`config.mk`:
```
export PLATFORM = sky130hd
export DESIGN_NAME = lcd_bus_arb
export DESIGN_NICKNAME = d
export VERILOG_FILES = /design/src/rtl/lcd_bus_arb.sv
export SDC_FILE = /design/constraint.sdc
export NUM_CORES = 1
export LEC_CHECK = 0
export BUFFER_PORTS_ARGS = -buffer_cell sky130_fd_sc_hd__buf_2
export CAP_MARGIN = 25
export CORE_MARGIN = 2
export CORE_UTILIZATION = 45
export CTS_CLUSTER_DIAMETER = 50
export DETAILED_ROUTE_END_ITERATION = 7
export PLACE_DENSITY = 0.75
export SETUP_SLACK_MARGIN = 0.05
export SLEW_MARGIN = 15
export SYNTH_ARGS = -nofsm -noshare
export SYNTH_HDL_FRONTEND = slang
export SYNTH_SLANG_ARGS = --single-unit
export TNS_END_PERCENT = 1
```
`constraint.sdc`:
```
create_clock -name clk -period 3 [get_ports clk]
set_input_delay 0.3 -clock clk [delete_from_list [all_inputs] [get_ports clk]]
set_output_delay 0.3 -clock clk [all_outputs]
set_load 0.01 [all_outputs]
```
`src/rtl/lcd_bus_arb.sv`:
```
// Arbitrates a 16-bit 8080-style LCD bus between a command port and a pixel stream, with power-on reset pulse.
// Define LCD_BUS_ARB_RD_EN to add read cycles on the command port.
module lcd_bus_arb #(
   parameter int WR_LO     = 1,
   parameter int WR_HI     = 1,
   parameter int BURST_MAX = 64,
   parameter int RES_CYC   = 16
) (
   input  logic        clk,
   input  logic        rst_n,
   input  logic        cmd_req,
   input  logic        cmd_rs,
   input  logic [15:0] cmd_dat,
   output logic        cmd_ack,
   input  logic        pix_vld,
   input  logic [15:0] pix_dat,
   output logic        pix_rdy,
   input  logic        sof,
   output logic        busy,
   output logic [15:0] lcd_dat,
   output logic        lcd_cs,
   output logic        lcd_rs,
   output logic        lcd_wr,
   output logic        lcd_rd,
`ifdef LCD_BUS_ARB_RD_EN
   input  logic        cmd_rd,
   input  logic [15:0] lcd_dat_i,
   output logic        lcd_dat_oe,
   output logic [15:0] cmd_rdat,
   output logic        cmd_rvld,
`endif
   output logic        lcd_res
);
   localparam int T_WR  = (WR_LO > WR_HI) ? WR_LO : WR_HI;
   localparam int T_MAX = (RES_CYC > T_WR) ? RES_CYC : T_WR;
   localparam int TW    = $clog2(T_MAX + 1);
   localparam int BW    = $clog2(BURST_MAX + 1);
   localparam logic [TW-1:0] T_RES = TW'(RES_CYC - 1);
   localparam logic [TW-1:0] T_LO  = TW'(WR_LO - 1);
   localparam logic [TW-1:0] T_HI  = TW'(WR_HI - 1);
   localparam logic [BW-1:0] B_MAX = BW'(BURST_MAX);

   typedef enum logic [2:0] {
      S_RST_LO,
      S_RST_WAIT,
      S_ARB,
      S_LO,
      S_HI
   } state_t;

   state_t        r_state, w_state_next;
   logic [TW-1:0] r_timer, w_timer_next;
   logic [BW-1:0] r_bcnt, w_bcnt_next;
   logic [15:0]   r_lcd_dat, w_lcd_dat_next;
   logic          r_lcd_cs, w_lcd_cs_next;
   logic          r_lcd_rs, w_lcd_rs_next;
   logic          r_lcd_wr, w_lcd_wr_next;
   logic          r_lcd_res, w_lcd_res_next;
   logic          w_cmd_win, w_pix_win, w_grant, w_is_rd, w_lo_done;

   // A pending command beats pixels at burst start, at the burst cap, or when no pixel is offered.
   assign w_cmd_win = (r_state == S_ARB) && cmd_req &&
                      ((r_bcnt == '0) || (r_bcnt == B_MAX) || !pix_vld);
   assign w_pix_win = (r_state == S_ARB) && !w_cmd_win && pix_vld;
   assign w_grant   = w_cmd_win || w_pix_win;
   assign w_lo_done = (r_state == S_LO) && (r_timer == '0);

   assign cmd_ack = w_cmd_win;
   assign pix_rdy = w_pix_win;
   assign busy    = (r_state != S_ARB);
   assign lcd_dat = r_lcd_dat;
   assign lcd_cs  = r_lcd_cs;
   assign lcd_rs  = r_lcd_rs;
   assign lcd_wr  = r_lcd_wr;
   assign lcd_res = r_lcd_res;

   always_ff @(posedge clk or negedge rst_n) begin
      if (!rst_n) begin
         r_state   <= S_RST_LO;
         r_timer   <= '0;
         r_bcnt    <= '0;
         r_lcd_dat <= '0;
         r_lcd_cs  <= 1'b1;
         r_lcd_rs  <= 1'b0;
         r_lcd_wr  <= 1'b1;
         r_lcd_res <= 1'b0;
      end else begin
         r_state   <= w_state_next;
         r_timer   <= w_timer_next;
         r_bcnt    <= w_bcnt_next;
         r_lcd_dat <= w_lcd_dat_next;
         r_lcd_cs  <= w_lcd_cs_next;
         r_lcd_rs  <= w_lcd_rs_next;
         r_lcd_wr  <= w_lcd_wr_next;
         r_lcd_res <= w_lcd_res_next;
      end
   end

   always_comb begin
      w_state_next   = r_state;
      w_timer_next   = r_timer;
      w_bcnt_next    = sof ? '0 : r_bcnt;
      w_lcd_dat_next = r_lcd_dat;
      w_lcd_cs_next  = r_lcd_cs;
      w_lcd_rs_next  = r_lcd_rs;
      w_lcd_wr_next  = r_lcd_wr;
      w_lcd_res_next = r_lcd_res;
      case (r_state)
         S_RST_LO: begin
            if (r_timer == T_RES) begin
               w_state_next   = S_RST_WAIT;
               w_timer_next   = '0;
               w_lcd_res_next = 1'b1;
            end else begin
               w_timer_next = r_timer + 1'b1;
            end
         end
         S_RST_WAIT: begin
            if (r_timer == T_RES) begin
               w_state_next = S_ARB;
               w_timer_next = '0;
            end else begin
               w_timer_next = r_timer + 1'b1;
            end
         end
         S_ARB: begin
            if (w_grant) begin
               w_state_next   = S_LO;
               w_timer_next   = T_LO;
               w_lcd_dat_next = w_cmd_win ? cmd_dat : pix_dat;
               w_lcd_rs_next  = w_cmd_win ? cmd_rs : 1'b1;
               w_lcd_cs_next  = 1'b0;
               w_lcd_wr_next  = w_is_rd;
               if (w_cmd_win)
                  w_bcnt_next = '0;
               else if (sof)
                  w_bcnt_next = BW'(1);
               else if (r_bcnt != B_MAX)
                  w_bcnt_next = r_bcnt + 1'b1;
               else
                  w_bcnt_next = r_bcnt;
            end else begin
               w_lcd_cs_next = 1'b1;
               w_lcd_wr_next = 1'b1;
               w_bcnt_next   = '0;
            end
         end
         S_LO: begin
            if (r_timer == '0) begin
               w_state_next  = S_HI;
               w_timer_next  = T_HI;
               w_lcd_wr_next = 1'b1;
            end else begin
               w_timer_next = r_timer - 1'b1;
            end
         end
         S_HI: begin
            if (r_timer == '0)
               w_state_next = S_ARB;
            else
               w_timer_next = r_timer - 1'b1;
         end
         default: w_state_next = S_RST_LO;
      endcase
   end

`ifdef LCD_BUS_ARB_RD_EN
   logic        r_is_rd, r_lcd_rd, r_dat_oe, r_rvld;
   logic [15:0] r_rdat;

   assign w_is_rd    = w_cmd_win && cmd_rd;
   assign lcd_rd     = r_lcd_rd;
   assign lcd_dat_oe = r_dat_oe;
   assign cmd_rdat   = r_rdat;
   assign cmd_rvld   = r_rvld;

   // Read data is captured on the last low cycle of rd, and the bus stays released until the next grant.
   always_ff @(posedge clk or negedge rst_n) begin
      if (!rst_n) begin
         r_is_rd  <= 1'b0;
         r_lcd_rd <= 1'b1;
         r_dat_oe <= 1'b1;
         r_rvld   <= 1'b0;
         r_rdat   <= '0;
      end else begin
         r_rvld <= 1'b0;
         if (w_grant) begin
            r_is_rd  <= w_is_rd;
            r_lcd_rd <= !w_is_rd;
            r_dat_oe <= !w_is_rd;
         end else if (w_lo_done) begin
            r_lcd_rd <= 1'b1;
            if (r_is_rd) begin
               r_rdat <= lcd_dat_i;
               r_rvld <= 1'b1;
            end
         end
      end
   end
`else
   logic w_unused;
   assign w_is_rd  = 1'b0;
   assign lcd_rd   = 1'b1;
   assign w_unused = w_lo_done;
`endif

endmodule

```
==> out/results.ini, run 1 <==
[logic_synthesis]
cell_count_after_synthesis = 238
dominantRegCellSynth = sky130_fd_sc_hd__dfrtp_1
synth_seq_area_share = 0.412
postSynthRegisterBits = 35
synth_area_leaders = sky130_fd_sc_hd__dfrtp_1, sky130_fd_sc_hd__nand3_1, sky130_fd_sc_hd__nand2_1, sky130_fd_sc_hd__inv_1, sky130_fd_sc_hd__o311ai_1
post_synth_instance_area_sq_um = 2130
post-synth-top-area-cell = sky130_fd_sc_hd__dfrtp_1
async_s_r_ff_share_synth = 1.00
synth_enable_flop_cells = 0
fraction_of_synthesized_cell_area_taken_by_the_top_area_cell_type = 0.387
syn_avg_cell_area_sq_um = 8.96
synth_fp_nets = 280
ys.warnings.count = 0
synth_cell_types = 61

[grt]
number_of_antenna_violations_at_the_first_check_in_global_routing = 0
grt-ovfl-total = 0
grt_util_all_layers = 0.196
grt_pass1_wl_microns = 8130
first_global_vias = 1817
grt_start_max_net_pins = 36

[detailed_routing]
post_drt_via_cell_ratio = 5.63
drt_initial_violations = 156
drt_pre_antenna_iters = 4
wl_cell_microns = 14.3
detail_route.drc_violations = 0
detailroute.via_count = 1949
finalWirelength_microns = 4930
antenna_violating_nets_post_route = 0

[clocking]
cts_root_buffer_type = sky130_fd_sc_hd__clkbuf_8
path_clk_slew_ns = 0.07
clk-insertion-delay-late_ns = 0.30
post_cts_hold_buffer_count = 0
ctsLongestPathBuffers = 2
count_of_instances_resized_after_the_clock_tree_is_built = 0
cts_htree_levels = 2
postCtsSetupBuffers = 0
tritoncts_buffer_count = 5
tritoncts = built
cts.sink_count = 35

[finish]
final_cell_mix = sky130_fd_sc_hd__buf_2, sky130_fd_sc_hd__dfrtp_1, sky130_fd_sc_hd__nand2_1
area.growth.synth_to_final_pct = 19.5
fraction_of_final_layout_cells_with_drive_strength_greater_than_1 = 0.288
layout.filler_cells = 422
num-nets-final = 333
antenna_cells_inserted = 0
fin_util = 0.547
most_common_cell_after_layout_fill_and_taps_aside = sky130_fd_sc_hd__buf_2
multi_input_comb_area_sq_um = 1070
register_area_sq_um = 878

[timing]
hold_viol = 0
rsz_0062_raised_after_global_routing = no
final.min_clock_period_ns = 2.65
fin_setup_tns_ns = 0
fmax_ghz = 0.377
clock_skew_ns = 0.0117
setup-violations-final = 0
slew_violations = 0
post_route_clock_period_utilization = 0.884
timing.slew.headroom = 0.463
slew_at_the_pin_closest_to_its_max_slew_limit_ns = 0.804

[status]
run_status = complete, no violations

[power_and_ir_drop]
worst_ir_drop_on_vdd_uv = 420
power_density_nw_per_um2 = 925
p_leak_uw = 0.00122

[floorplanning]
fp.coreArea_sq_um = 4660
dieWidth_microns = 72.9
floorplan.initialDensity = 0.458
floorplan.die.height_microns = 72.9
ios = 62
std_cell_rows = 25
die_area_sq_um = 5310

[place]
place_congestion = 0.864
buffer_ports.inserted = 60
detailed_place_hpwl_microns = 3530

[setup_path]
worst-setup-path-type = reg -> out
worstPathRequired_ns = 2.70
end_kind = output port
cp_max_fo = 17
cp-start-kind = flip-flop
arrival_ns = 2.35

[min_path]
hold_path_class = in -> async

[flow_run]
max_cap_viol_count = 0

==> synthesized netlist by cell type, drive strengths merged (2+ instances only) <==
cell / instances
a211oi: 4
o31ai: 3
inv: 26
o2bb2ai: 2
nor2: 10
o21ai: 7
nand4b: 2
or3: 5
nor3b: 2
nor3: 4
nand2: 27
a21boi: 2
dfstp: 2
a21oi: 7
ha: 4
or4b: 2
nor4b: 2
and2: 3
o311ai: 17
nand3: 23
a21o: 4
buf: 10
nor2b: 5
a31oi: 2
a32o: 2
clkbuf: 8
dfrtp: 33
==> layer usage <==
metal / routed length [microns] / vias to the layer above / GRT usage
li1: - / 965 / -
met1: 2280 / 923 / 0.260
met2: 2360 / 54 / 0.304
met3: 238 / 7 / 0.0566
met4: 55 / 0 / 0.0761
met5: 0 / - / 0
==> cells by family (layout without fill, tap and decap cells) <==
| family | count (synthesis) | in the layout | share of synthesized area |
|---|---|---|---|
| AND/OR/NAND/NOR | 92 | 92 | 0.238 |
| AO/OA/AOI/OAI | 62 | 62 | 0.234 |
| buffers and inverters | 44 | 98 | 0.0915 |
| flip-flops | 35 | 35 | 0.412 |
| adder cells (fa/ha/maj) | 4 | 4 | 0.0235 |
| other | 1 | 1 | 0.00176 |
==> through the flow <==
stage / worst slack (ns) / hold WS (ns) / total power [uW] / std cells / area [sq um]
finish: 0.348 / 0.0795 / 2360 / 346 / 2550
floorplan: 1.01 / 0.00441 / 1660 / 238 / 2130
global placement: 0.735 / 0.422 / 1930 / 338 / 2440
CTS: 0.396 / 0.100 / 2360 / 346 / 2540
global route: 0.159 / 0.157 / 2570 / 346 / 2550
detailed placement: 0.659 / 0.423 / 1960 / 338 / 2440
==> where the power goes <==
part	total, uW	leakage, uW	switching [uW]	internal (uW)
Sequential	860	0.000426	190	669
Clock	388	0.0000505	179	209
Combinational	1110	0.000740	613	497
Total	2360	0.00122	982	1380
==> area by class of cell <==
class | instances | share of cell area
multi-input combinational | 159 | 0.420
tap | 54 | 0.0265
inverter | 26 | 0.0383
sequential | 35 | 0.345
clock buffer | 7 | 0.0378
timing repair buffer | 64 | 0.130
clock inverter | 1 | 0.00295
==> registers in the layout, indices dropped and copies added (netlist names) <==
name	flops
lcd_res	1
lcd_cs	1
r_bcnt	7
r_timer	5
lcd_wr	1
r_state	3
lcd_rs	1
lcd_dat	16
==> worst paths after layout <==
check / to / slack [ns] / start / depth (start not counted)
max: cmd_ack / 0.35 / r_state[0]$_DFFE_PN0P_ / 5
min: lcd_dat[10]$_DFFE_PN0P_ / 0.08 / rst_n / 1
max reg2reg: lcd_dat[6]$_DFFE_PN0P_ / 0.62 / r_state[0]$_DFFE_PN0P_ / 6
min reg2reg: lcd_cs$_DFFE_PN1P_ / 0.47 / lcd_cs$_DFFE_PN1P_ / 2
max in group asynchronous: r_timer[4]$_DFFE_PN0P_ / 2.42 / rst_n / 1
min in group clk: lcd_rs$_DFFE_PN0P_ / 0.23 / cmd_rs / 3
==> critical path, cell delays in order (launching register included) <==
cell	delay, ns
sky130_fd_sc_hd__dfrtp_1	0.57
sky130_fd_sc_hd__nor3b_4	0.48
sky130_fd_sc_hd__and2_0	0.19
sky130_fd_sc_hd__buf_4	0.21
sky130_fd_sc_hd__and2_1	0.40
sky130_fd_sc_hd__buf_2	0.21
Power figures use the tool's default switching activity.
==> run 2: changes to the inputs <==
Settings changed: PLACE_DENSITY 0.75 to 0.71.
==> out/results.ini, run 2 (synthesis gave the netlist of run 1 again) <==
[grt]
grt-ovfl-total = 0
grt_pass1_wl_microns = 7510
first_global_vias = 1633
grt_util_all_layers = 0.179
number_of_antenna_violations_at_the_first_check_in_global_routing = 0
grt_start_max_net_pins = 36

[clocking]
post_cts_hold_buffer_count = 0
path_clk_slew_ns = 0.07
postCtsSetupBuffers = 0
ctsLongestPathBuffers = 2
cts.sink_count = 35
cts_htree_levels = 2
cts_root_buffer_type = sky130_fd_sc_hd__clkbuf_8
clk-insertion-delay-late_ns = 0.28
count_of_instances_resized_after_the_clock_tree_is_built = 0
tritoncts_buffer_count = 5
tritoncts = built

[power_and_ir_drop]
share_comb_of_total_power = 0.477
power_density_nw_per_um2 = 909
intPower_uw = 1360
p_leak_uw = 0.00122
relative_contribution_of_sequential_cells_to_total_power = 0.374
worst_ir_drop_on_vdd_uv = 363
switching_power_uw = 948
switching_share_of_total_power = 0.410
p_clk_frac = 0.149

[place]
detailed_place_hpwl_microns = 3360
place_congestion = 0.814
pre_cts_slack_ns = 0.775
buffer_ports.inserted = 60

[timing]
slew_violations = 0
setup-violations-final = 0
slew_at_the_pin_closest_to_its_max_slew_limit_ns = 0.786
post_route_clock_period_utilization = 0.839
timing.slew.headroom = 0.475
fmax_ghz = 0.397
fin_setup_tns_ns = 0
worst_slack_ns = 0.483
hold_viol = 0
rsz_0062_raised_after_global_routing = no
final.min_clock_period_ns = 2.52
worst_hold_margin_ns = 0.0903
clock_skew_ns = 0.00411

[floorplanning]
floorplan.initialDensity = 0.458
fp.coreArea_sq_um = 4660
die_area_sq_um = 5310
floorplan.die.height_microns = 72.9
std_cell_rows = 25
dieWidth_microns = 72.9
ios = 62

[setup_path]
cell_at_the_slowest_stage_of_the_critical_path = sky130_fd_sc_hd__dfrtp_1
setup.worst_path.start = r_state[0]$_DFFE_PN0P_
critical_path_buf_inv_count = 2
worst-setup-path-type = reg -> out
critical_path.top_delay_family = simple AND/OR/NAND/NOR gates
critical_path.cell_chain = nor3b_4 > and2_0 > buf_4 > and2_1 > buf_2
r2r.worst_path.cells = 6
arrival_ns = 2.22
worstPathRequired_ns = 2.70
cp_max_fo = 17
cp_slowest_stage_delay_ns = 0.56
end_kind = output port
regToRegEndpoint = lcd_dat[13]$_DFFE_PN0P_
critical_path.reg2reg.startpoint = r_state[0]$_DFFE_PN0P_
cp-start-kind = flip-flop
worst-r2r-setup-slack_ns = 0.77

[finish]
largest_register_ff_count = 16
most_common_cell_after_layout_fill_and_taps_aside = sky130_fd_sc_hd__buf_2
num-nets-final = 334
layout.filler_cells = 420
fraction_of_final_layout_cells_with_drive_strength_greater_than_1 = 0.287
antenna_cells_inserted = 0
final_cell_mix = sky130_fd_sc_hd__buf_2, sky130_fd_sc_hd__dfrtp_1, sky130_fd_sc_hd__nand2_1
area.growth.synth_to_final_pct = 19.2

[detailed_routing]
drt_initial_violations = 156
detail_route.drc_violations = 0
antenna_violating_nets_post_route = 0
detailroute.via_count = 1949
drt_pre_antenna_iters = 4
wl_cell_microns = 13.2
finalWirelength_microns = 4580
post_drt_via_cell_ratio = 5.62

[flow_run]
max_cap_viol_count = 0

[min_path]
hold_path_class = in -> async

[status]
run_status = complete, no violations

[run 2: cell count changes in the layout (fill, tap and decap cells not counted)]
cell,delta
sky130_fd_sc_hd__clkinv_2,+1
sky130_fd_sc_hd__o21ai_4,-1
sky130_fd_sc_hd__clkbuf_1,+1
sky130_fd_sc_hd__clkinvlp_4,-1
sky130_fd_sc_hd__clkbuf_8,-1
sky130_fd_sc_hd__o21ai_2,+1
sky130_fd_sc_hd__buf_8,+1
[run 2: power by group through the flow]
stage | Combinational (uW) | Clock [uW] | Sequential, uW
floorplan | 809 | 0 | 847
global placement | 1080 | 0 | 860
detailed placement | 1090 | 0 | 870
CTS | 1090 | 355 | 862
global route | 1240 | 381 | 898
finish | 1100 | 345 | 864
[run 2: cell type report]
type	count	area (sq um)	share of cell area
sequential	35	878	0.345
multi-input combinational	159	1060	0.418
tap	54	67.6	0.0266
inverter	26	97.6	0.0384
clock buffer	7	86.3	0.0339
timing repair buffer	65	345	0.136
clock inverter	1	5.00	0.00197
[run 2: worst max path at each step]
stage / cells past startpoint / slack, ns / to
finish: 5 / 0.48 / cmd_ack
detailed placement: 6 / 0.77 / lcd_dat[13]$_DFFE_PN0P_
global route: 5 / 0.33 / cmd_ack
global placement: 6 / 0.81 / lcd_dat[9]$_DFFE_PN0P_
floorplan: 7 / 1.01 / cmd_ack
CTS: 5 / 0.49 / cmd_ack
[run 2: per-stage QoR]
stage               std cells  power (uW)  instance area, sq um  utilization
floorplan                 238        1660                  2130            -
global placement          338        1940                  2440        0.523
detailed placement        338        1960                  2440        0.523
CTS                       346        2310                  2530        0.543
global route              347        2520                  2540        0.546
finish                    347        2310                  2540        0.546
[run 2: layer usage]
metal  up-vias  track usage  wire length [microns]
met2        47        0.257                   2170
met4         0       0.0556                     66
li1        971            -                      -
met5         -            0                      0
met3        10       0.0442                    220
met1       921        0.267                   2120
==> run 3: changes to the inputs <==
Settings changed: PLACE_DENSITY 0.71 to 0.74.
Clock period 3 ns to 2.1 ns, I/O delays scaled along.
==> out/results.ini, run 3 (synthesis gave the netlist of run 1 again) <==
[timing]
timing.slew.headroom = 0.475
worst_slack_ns = -0.00720
rsz_0062_raised_after_global_routing = yes
slew_violations = 0
setup-violations-final = 1
fmax_ghz = 0.475
hold_viol = 0
slew_at_the_pin_closest_to_its_max_slew_limit_ns = 0.787
fin_setup_tns_ns = -0.00720
final.min_clock_period_ns = 2.11
post_route_clock_period_utilization = 1.00
clock_skew_ns = 0.00545

[grt]
grt_util_all_layers = 0.195
grt_start_max_net_pins = 36
number_of_antenna_violations_at_the_first_check_in_global_routing = 0
first_global_vias = 1763
grt-ovfl-total = 0
grt_pass1_wl_microns = 8150

[setup_path]
critical_path.most_common_cell = sky130_fd_sc_hd__inv_2
critical_path.cell_chain = inv_2 > ha_4 > or4b_4 > o311ai_4 > inv_2 > buf_6
arrival_ns = 1.90
cp_slowest_stage_delay_ns = 0.51
end_kind = output port
cp_max_fo = 3
critical_path_buf_inv_count = 3
worst-setup-path-type = reg -> out
critical_path.top_delay_family = simple AND/OR/NAND/NOR gates
cp-start-kind = flip-flop
worstPathRequired_ns = 1.89
cell_at_the_slowest_stage_of_the_critical_path = sky130_fd_sc_hd__or4b_4

[detailed_routing]
detail_route.drc_violations = 0
detailroute.via_count = 2034
antenna_violating_nets_post_route = 0
post_drt_via_cell_ratio = 5.60
wl_cell_microns = 14.7
drt_pre_antenna_iters = 4
finalWirelength_microns = 5330
drt_initial_violations = 206

[finish]
largest_register_ff_count = 16
final_cell_mix = sky130_fd_sc_hd__buf_2, sky130_fd_sc_hd__dfrtp_1, sky130_fd_sc_hd__nand2_1
layout.filler_cells = 431
num-nets-final = 351
area.growth.synth_to_final_pct = 27.6
most_common_cell_after_layout_fill_and_taps_aside = sky130_fd_sc_hd__buf_2
antenna_cells_inserted = 0
fraction_of_final_layout_cells_with_drive_strength_greater_than_1 = 0.359
multi_input_comb_area_sq_um = 1100
register_area_sq_um = 880
instances_no_fill = 363

[status]
run_status = complete, but fails checks
violations_in_the_final_reports = negative setup slack

[clocking]
clk-insertion-delay-late_ns = 0.28
cts.sink_count = 35
cts_root_buffer_type = sky130_fd_sc_hd__clkbuf_8
path_clk_slew_ns = 0.07
cts_htree_levels = 2
post_cts_hold_buffer_count = 0
ctsLongestPathBuffers = 2
tritoncts_buffer_count = 5
tritoncts = built

[place]
place_congestion = 0.875
buffer_ports.inserted = 60
dpl_cells = 348
detailed_place_hpwl_microns = 3660

[floorplanning]
die_area_sq_um = 5310
std_cell_rows = 25
fp.coreArea_sq_um = 4660
floorplan.initialDensity = 0.458
ios = 62
floorplan.die.height_microns = 72.9
dieWidth_microns = 72.9

[min_path]
hold_path_class = in -> async

[power_and_ir_drop]
worst_ir_drop_on_vdd_uv = 492
p_leak_uw = 0.00131
power_density_nw_per_um2 = 1300

[flow_run]
max_cap_viol_count = 0

run 3: changes by cell type in the layout (fill, tap and decap cells not counted), moves of 2 or more:
cell | previous run | this run
sky130_fd_sc_hd__buf_2 | 60 | 58
sky130_fd_sc_hd__ha_1 | 4 | 2
sky130_fd_sc_hd__inv_1 | 25 | 23
sky130_fd_sc_hd__inv_2 | 1 | 3
sky130_fd_sc_hd__buf_4 | 4 | 21
sky130_fd_sc_hd__buf_6 | 0 | 2
run 3: cell type report:
type | count | share of cell area
Timing Repair Buffer | 82 | 0.178
Sequential cell | 35 | 0.323
Tap cell | 54 | 0.0248
Clock buffer | 6 | 0.0303
Clock inverter | 1 | 0.00184
Inverter | 26 | 0.0358
Multi-Input combinational cell | 159 | 0.406
run 3: layer usage:
metal,GRT usage,part of all wire
met3,0.0483,0.062
met2,0.321,0.52
met1,0.257,0.42
met5,0,0
met4,0.0494,0.0030
run 3: worst paths after layout:
check,from,slack (ns),to,depth (start not counted)
worst max-delay path,r_bcnt[0]$_DFFE_PN0P_,-0.007,pix_rdy,6
worst min-delay path,rst_n,0.002,lcd_dat[7]$_DFFE_PN0P_,1
worst min register to register,lcd_cs$_DFFE_PN1P_,0.46,lcd_cs$_DFFE_PN1P_,2
min in group clk,cmd_dat[7],0.15,lcd_dat[7]$_DFFE_PN0P_,3
max in group asynchronous,rst_n,1.56,r_state[1]$_DFFE_PN0P_,1
worst max register to register,r_bcnt[0]$_DFFE_PN0P_,0.05,r_bcnt[0]$_DFFE_PN0P_,7
run 3: timing repair:
item	in CTS	in global routing
buffers inserted	6	2
gates resized for setup	4	11
setup endpoints to repair	5	24
pin swaps	1	5
run 3: where the power goes:
group	switching (uW)	total (uW)	internal [uW]
clock network	231	488	257
registers	202	1160	960
logic	1020	1900	875
run 3: worst register-to-register path, stage by stage (launching register included):
cell                        delay, ns
sky130_fd_sc_hd__dfrtp_1         0.40
sky130_fd_sc_hd__inv_2           0.09
sky130_fd_sc_hd__ha_4            0.12
sky130_fd_sc_hd__or4b_4          0.51
sky130_fd_sc_hd__buf_4           0.17
sky130_fd_sc_hd__o31a_1          0.36
sky130_fd_sc_hd__nor2_4          0.20
sky130_fd_sc_hd__o2bb2ai_1       0.14
run 3: stage by stage:
stage | instance area (sq um) | hold slack, ns | setup WS, ns | utilization | total power, uW
floorplan | 2130 | -0.0856 | 0.178 | - | 2370
global placement | 2520 | 0.331 | 0.0546 | 0.542 | 2900
detailed placement | 2520 | 0.339 | -0.0252 | 0.542 | 2940
CTS | 2680 | 0.0284 | -0.0242 | 0.574 | 3480
global route | 2720 | 0.0682 | -0.0596 | 0.584 | 3810
finish | 2720 | 0.00198 | -0.00720 | 0.584 | 3550
